**config.mk**
```make
export PLATFORM = sky130hd
export DESIGN_NAME = prio_enc_hexscan
export DESIGN_NICKNAME = d
export VERILOG_FILES = /design/src/rtl/prio_enc_hexscan.sv
export SDC_FILE = /design/constraint.sdc
export NUM_CORES = 1
export LEC_CHECK = 0
export BUFFER_PORTS_ARGS = -buffer_cell sky130_fd_sc_hd__buf_2
export CAP_MARGIN = 20
export CORE_UTILIZATION = 55
export DETAILED_ROUTE_END_ITERATION = 12
export PLACE_DENSITY = 0.82
export SYNTH_ARGS = -nofsm -noshare
export SYNTH_HDL_FRONTEND = slang
export SYNTH_SLANG_ARGS = --single-unit
```
**constraint.sdc**
```tcl
create_clock -name clk -period 4.6 [get_ports clk]
set_clock_uncertainty 0.2 [all_clocks]
set_input_delay 1.38 -clock clk [delete_from_list [all_inputs] [get_ports clk]]
set_output_delay 1.38 -clock clk [all_outputs]
set_load 0.1 [all_outputs]
```
**src/rtl/prio_enc_hexscan.sv**
```systemverilog
// Priority encoder with registered code/valid/change flags and a scanned hex display.
// The display is decoded from registers only, so the segment pins do not glitch on x.
module prio_enc_hexscan #(
  parameter int N_IN     = 16,
  parameter int DIGITS   = 2,
  parameter int SCAN_DIV = 1000,
  localparam int W       = $clog2(N_IN)
) (
  input  logic              clk,
  input  logic              rst,
  input  logic [N_IN-1:0]   x,
  input  logic              en,
  input  logic              hold_mode,
  output logic [W-1:0]      code,
  output logic              valid,
  output logic              chg,
  output logic [DIGITS-1:0] an,
  output logic [6:0]        seg
);

  localparam int CW = (SCAN_DIV > 1) ? $clog2(SCAN_DIV) : 1;
  localparam int DW = (DIGITS > 1) ? $clog2(DIGITS) : 1;
  localparam int XW = 4 * DIGITS;

  logic [W-1:0]    r_code;
  logic            r_valid;
  logic            r_chg;
  logic            r_latched;
  logic [CW-1:0]   r_scanCnt;
  logic [DW-1:0]   r_digit;

  logic [N_IN-1:0] w_req;
  logic            w_hasReq;
  logic [W-1:0]    w_idx;
  logic [W-1:0]    w_nextCode;
  logic            w_scanWrap;
  logic [XW-1:0]   w_codeExt;
  logic [3:0]      w_nibble;
  logic            w_blank;

  function automatic logic [6:0] hexFont(input logic [3:0] n);
    logic [6:0] s;
    case (n)
      4'h0: s = 7'b1000000;
      4'h1: s = 7'b1111001;
      4'h2: s = 7'b0100100;
      4'h3: s = 7'b0110000;
      4'h4: s = 7'b0011001;
      4'h5: s = 7'b0010010;
      4'h6: s = 7'b0000010;
      4'h7: s = 7'b1111000;
      4'h8: s = 7'b0000000;
      4'h9: s = 7'b0010000;
      4'hA: s = 7'b0001000;
      4'hB: s = 7'b0000011;
      4'hC: s = 7'b1000110;
      4'hD: s = 7'b0100001;
      4'hE: s = 7'b0000110;
      default: s = 7'b0001110;
    endcase
    return s;
  endfunction

  // Ascending scan lets the highest set bit win.
  always_comb begin
    w_req    = en ? x : '0;
    w_hasReq = (w_req != '0);
    w_idx    = '0;
    for (int i = 0; i < N_IN; i++) begin
      if (w_req[i]) w_idx = W'(i);
    end
    if (w_hasReq)       w_nextCode = w_idx;
    else if (hold_mode) w_nextCode = r_code;
    else                w_nextCode = '0;
  end

  always_ff @(posedge clk) begin
    if (rst) begin
      r_code    <= '0;
      r_valid   <= 1'b0;
      r_chg     <= 1'b0;
      r_latched <= 1'b0;
    end else begin
      r_code  <= w_nextCode;
      r_chg   <= (w_nextCode != r_code);
      r_valid <= w_hasReq;
      if (w_hasReq)       r_latched <= 1'b1;
      else if (!hold_mode) r_latched <= 1'b0;
    end
  end

  assign w_scanWrap = (r_scanCnt == CW'(SCAN_DIV - 1));

  always_ff @(posedge clk) begin
    if (rst) begin
      r_scanCnt <= '0;
      r_digit   <= '0;
    end else begin
      r_scanCnt <= w_scanWrap ? '0 : r_scanCnt + 1'b1;
      if (w_scanWrap) begin
        r_digit <= (r_digit == DW'(DIGITS - 1)) ? '0 : r_digit + 1'b1;
      end
    end
  end

  // Display stays lit while a held code is being shown with no live request.
  always_comb begin
    w_codeExt          = '0;
    w_codeExt[W-1:0]   = r_code;
    w_nibble           = '0;
    an                 = '1;
    for (int k = 0; k < DIGITS; k++) begin
      if (r_digit == DW'(k)) begin
        an[k]    = 1'b0;
        w_nibble = w_codeExt[4*k +: 4];
      end
    end
    w_blank = !r_valid && !(hold_mode && r_latched);
    seg     = w_blank ? 7'b1111111 : hexFont(w_nibble);
  end

  assign code  = r_code;
  assign valid = r_valid;
  assign chg   = r_chg;

endmodule

```
==> impl_summary.txt <==
----------------------------------------------------
[Outcome]
  Run status ... finished clean

[Setup path]
  Critical Path Source Type ... input pin
  Count of buffer and inverter cells on the critical path ... 2
  Data arrival time at the worst-slack endpoint ... 2.46 ns
  Worst setup EP type ... primary output
  Endpoint of the worst register-to-register path ... chg
  Chain of cells forming the critical path ... buf_2 > a21oi_1 > a31oi_1 > nand2_1 > buf_2
  Most used cell along the critical path ... buf_2
  Data required time of the critical path ... 3.02 ns
  CP max stage cell ... buf_2
  Family with the most delay on the worst path ... buffers and inverters
  Reg-to-reg setup timing slack ... 2.69 ns
  Max FO, Critical Path ... 4
  Slowest Stage Delay on Critical Path ... 0.42 ns
  Worst r2r path cells ... 5
  Worst flop-to-flop path startpoint ... code[3]
  Critical Setup Path Class ... in -> out

[Hold path]
  Hold EP ... r_scanCnt[0]
  Hold Path Stages ... 1
  Hold Path Class ... reg -> reg
  Hold path startpoint ... r_scanCnt[0]

[Detailed routing]
  WL/cell ... 13.2 µm
  Number of optimization iterations in the first detailed-route pass ... 4
  Ratio of routed vias to standard cells ... 5.79
  Violation count after the first detailed-routing iteration ... 57
  DRC violations left ... 0
  Wire length reported by the detailed router ... 2970 µm
  Detailed-route via count ... 1302
  Number of routed nets with antenna violations ... 0

[Synthesis]
  Post-Syn Area per Cell ... 7.55 µm²
  YS warnings ... 0
  Number of unique standard cell types used by synthesis ... 41
  Part of the Yosys area used for sequential elements ... 29.1%
  Seq cells post-synth ... 18
  Mapped Cells ... 164
  Net count of the mapped netlist ... 191
  Post-synthesis instance area ... 0.00124 mm²

[STA]
  Number of failing setup endpoints in the final timing report ... 0
  Setup Total Neg Slack ... 0 ns
  Number of max-slew violations in the final report ... 0
  Worst-Margin Slew ... 0.513 ns
  Max frequency ... 247 MHz
  Post-route minimum period ... 4.04 ns
  Final clock period utilization by the worst path ... 87.9%
  RSZ-0062 raised after global routing ... false
  Fin Hold WS ... 0.258 ns
  Final hold violations ... 0
  Max transition margin ... 65.4%

[Final layout]
  Layout cell share with drive strength beyond 1 ... 24.2%
  Antenna fix cells ... 0
  Most common cell after layout, fill and taps aside ... buf_2
  Number of standard cells in the final layout excluding fillers ... 225
  NumNets Final ... 226
  Layout area overhead ... 18.8%
  Final cell area excluding filler cells ... 0.00147 mm²
  Most frequent cells in the layout ... buf_2 (34), nor2_1 (25), nand2_1 (20)

[Global route]
  Global-route usage over all layers ... 27.1%
  Maximum number of pins on one net before global-route repair ... 18
  Fraction of met3 tracks used by global routing ... 5.61%
  Met1 track demand over resource in global routing ... 30.3%
  Global routing met2 resource utilization ... 51.4%
  GRT Residual Overflow ... 0
  First-pass GRT wire length ... 5140 µm
  Busiest grt layer ... met2
  Antenna violations before repair ... 0
  Number of global-route vias before repair ... 1250

[Floorplan]
  Die boundary height ... 49.4 µm
  Die Area ... 0.00244 mm²
  Die extent in x ... 49.4 µm
  Number of ports placed on the die boundary ... 35
  Row count ... 16
  Starting density of the core ... 60.6%
  Core Region ... 0.00204 mm²

[Pwr]
  Overall power after layout ... 0.000440 W
  Reported net switching power ... 0.000190 W
  Share of total power in the clock network ... 22.0%
  Worst supply voltage drop on vdd ... 0.239 mV
  Sw Share ... 43.1%
  Power density of the placed cells ... 299 mW/mm²
  Relative contribution of combinational cells to total power ... 38.8%
  LEAKAGE ... 0.654 nW
  Cell internal power dissipation ... 0.000250 W
  Power share of the sequential group ... 39.2%

[Clocking]
  CTS sink count ... 18
  Cell at the root of the clock tree ... clkbuf_4
  Number of buffers inserted by hold repair at cts ... 0
  Clock latency of the later-clocked register in the worst-skew pair ... 0.30 ns
  Level count of the clock H-tree ... 1
  Max clock buf depth ... 2
  Count of instances resized after the clock tree is built ... 0
  Clock slew at the register clock pins of the worst setup and hold paths ... 0.10 ns
  Cts bufs inserted ... 3
  Buffers inserted during post-CTS setup optimization ... 0
  CTS tree ... done

[Job]
  Max-capacitance violation count ... 0

[Placement]
  Count of input and output buffers ... 34
  Post-detail-place hpwl ... 2350 µm
  Routability cong. ... 0.860
  Total instance count after detailed placement ... 221
  Dpl cell area ... 0.00143 mm²

----------------------------------------------------
-- power groups by stage --
stage          logic (W)  registers (W)  clock network [W]
2_1_floorplan   0.000109       0.000199                  0
3_3_place_gp    0.000165       0.000175                  0
3_5_place_dp    0.000169       0.000176                  0
4_1_cts         0.000170       0.000172          0.0000995
5_1_grt         0.000179       0.000174           0.000108
6_report        0.000171       0.000173          0.0000968
-- flip-flops by register name, summed over array words and instances, names as in the netlist --
signal,count
code,4
chg,1
r_scanCnt,10
r_digit,1
r_latched,1
valid,1
-- synth_stat cells (all sizes together) --
cell / n / area (µm²)
nor2: 26 / 100
nand2: 21 / 81.3
dfxtp: 18 / 360
a21oi: 13 / 65.1
o21ai: 12 / 60.1
inv: 11 / 41.3
ha: 7 / 87.6
nand3: 6 / 30.0
xnor2: 6 / 52.6
nand2b: 5 / 31.3
o41ai: 5 / 70.1
clkbuf: 3 / 11.3
nor3: 3 / 15.0
xor2: 3 / 26.3
a32oi: 2 / 17.5
and2: 2 / 15.0
and3: 2 / 12.5
nor2b: 2 / 12.5
o31ai: 2 / 15.0
a211o: 1 / 8.76
a21o: 1 / 15.0
a221o: 1 / 10.0
a221oi: 1 / 8.76
a22oi: 1 / 7.51
a31oi: 1 / 6.26
a41oi: 1 / 8.76
and3b: 1 / 8.76
buf: 1 / 7.51
mux2i: 1 / 10.0
nand4: 1 / 6.26
nor4bb: 1 / 10.0
o22ai: 1 / 6.26
o41a: 1 / 11.3
or4: 1 / 7.51
-- worst max-delay path by stage --
stage                    from  slack, ns  depth (start not counted)     end
floorplan             code[0]       0.25                          6  seg[1]
global placement    hold_mode       0.66                          5  seg[3]
detailed placement  hold_mode       0.62                          5  seg[3]
CTS                 hold_mode       0.61                          5  seg[3]
global route          r_digit       0.45                          7  seg[2]
finish              hold_mode       0.56                          5  seg[5]
-- area by class of cell --
cell class,count,area (µm²)
inverters,11,41.3
clock buffers,4,36.3
flip-flops and latches,18,360
fillers,172,572
multi-input cells,131,828
repair buffers,34,170
well taps,27,33.8
-- per-layer routing --
layer / wire length [µm] / vias up
li1: - / 645
met1: 1270 / 607
met2: 1520 / 46
met3: 162 / 4
met4: 21 / 0
met5: 0 / -
-- kinds of logic (layout without fill, tap and decap cells) --
group,count (synthesis),after routing,share of synthesized area (%)
simple gates,71,71,26.7
compound gates,43,43,25.1
flops,18,18,29.1
buf+inv,15,49,4.85
xor+xnor,9,9,6.37
fa+ha+maj,7,7,7.08
mux,1,1,0.809
-- stage by stage --
step | util, % | setup WS [ns]
3_5_place_dp | 70.2 | 0.623
6_report | 72.0 | 0.559
5_1_grt | 72.0 | 0.454
3_3_place_gp | 70.2 | 0.661
4_1_cts | 72.0 | 0.613
2_1_floorplan | - | 0.254
(Power assumes the default switching activity.)
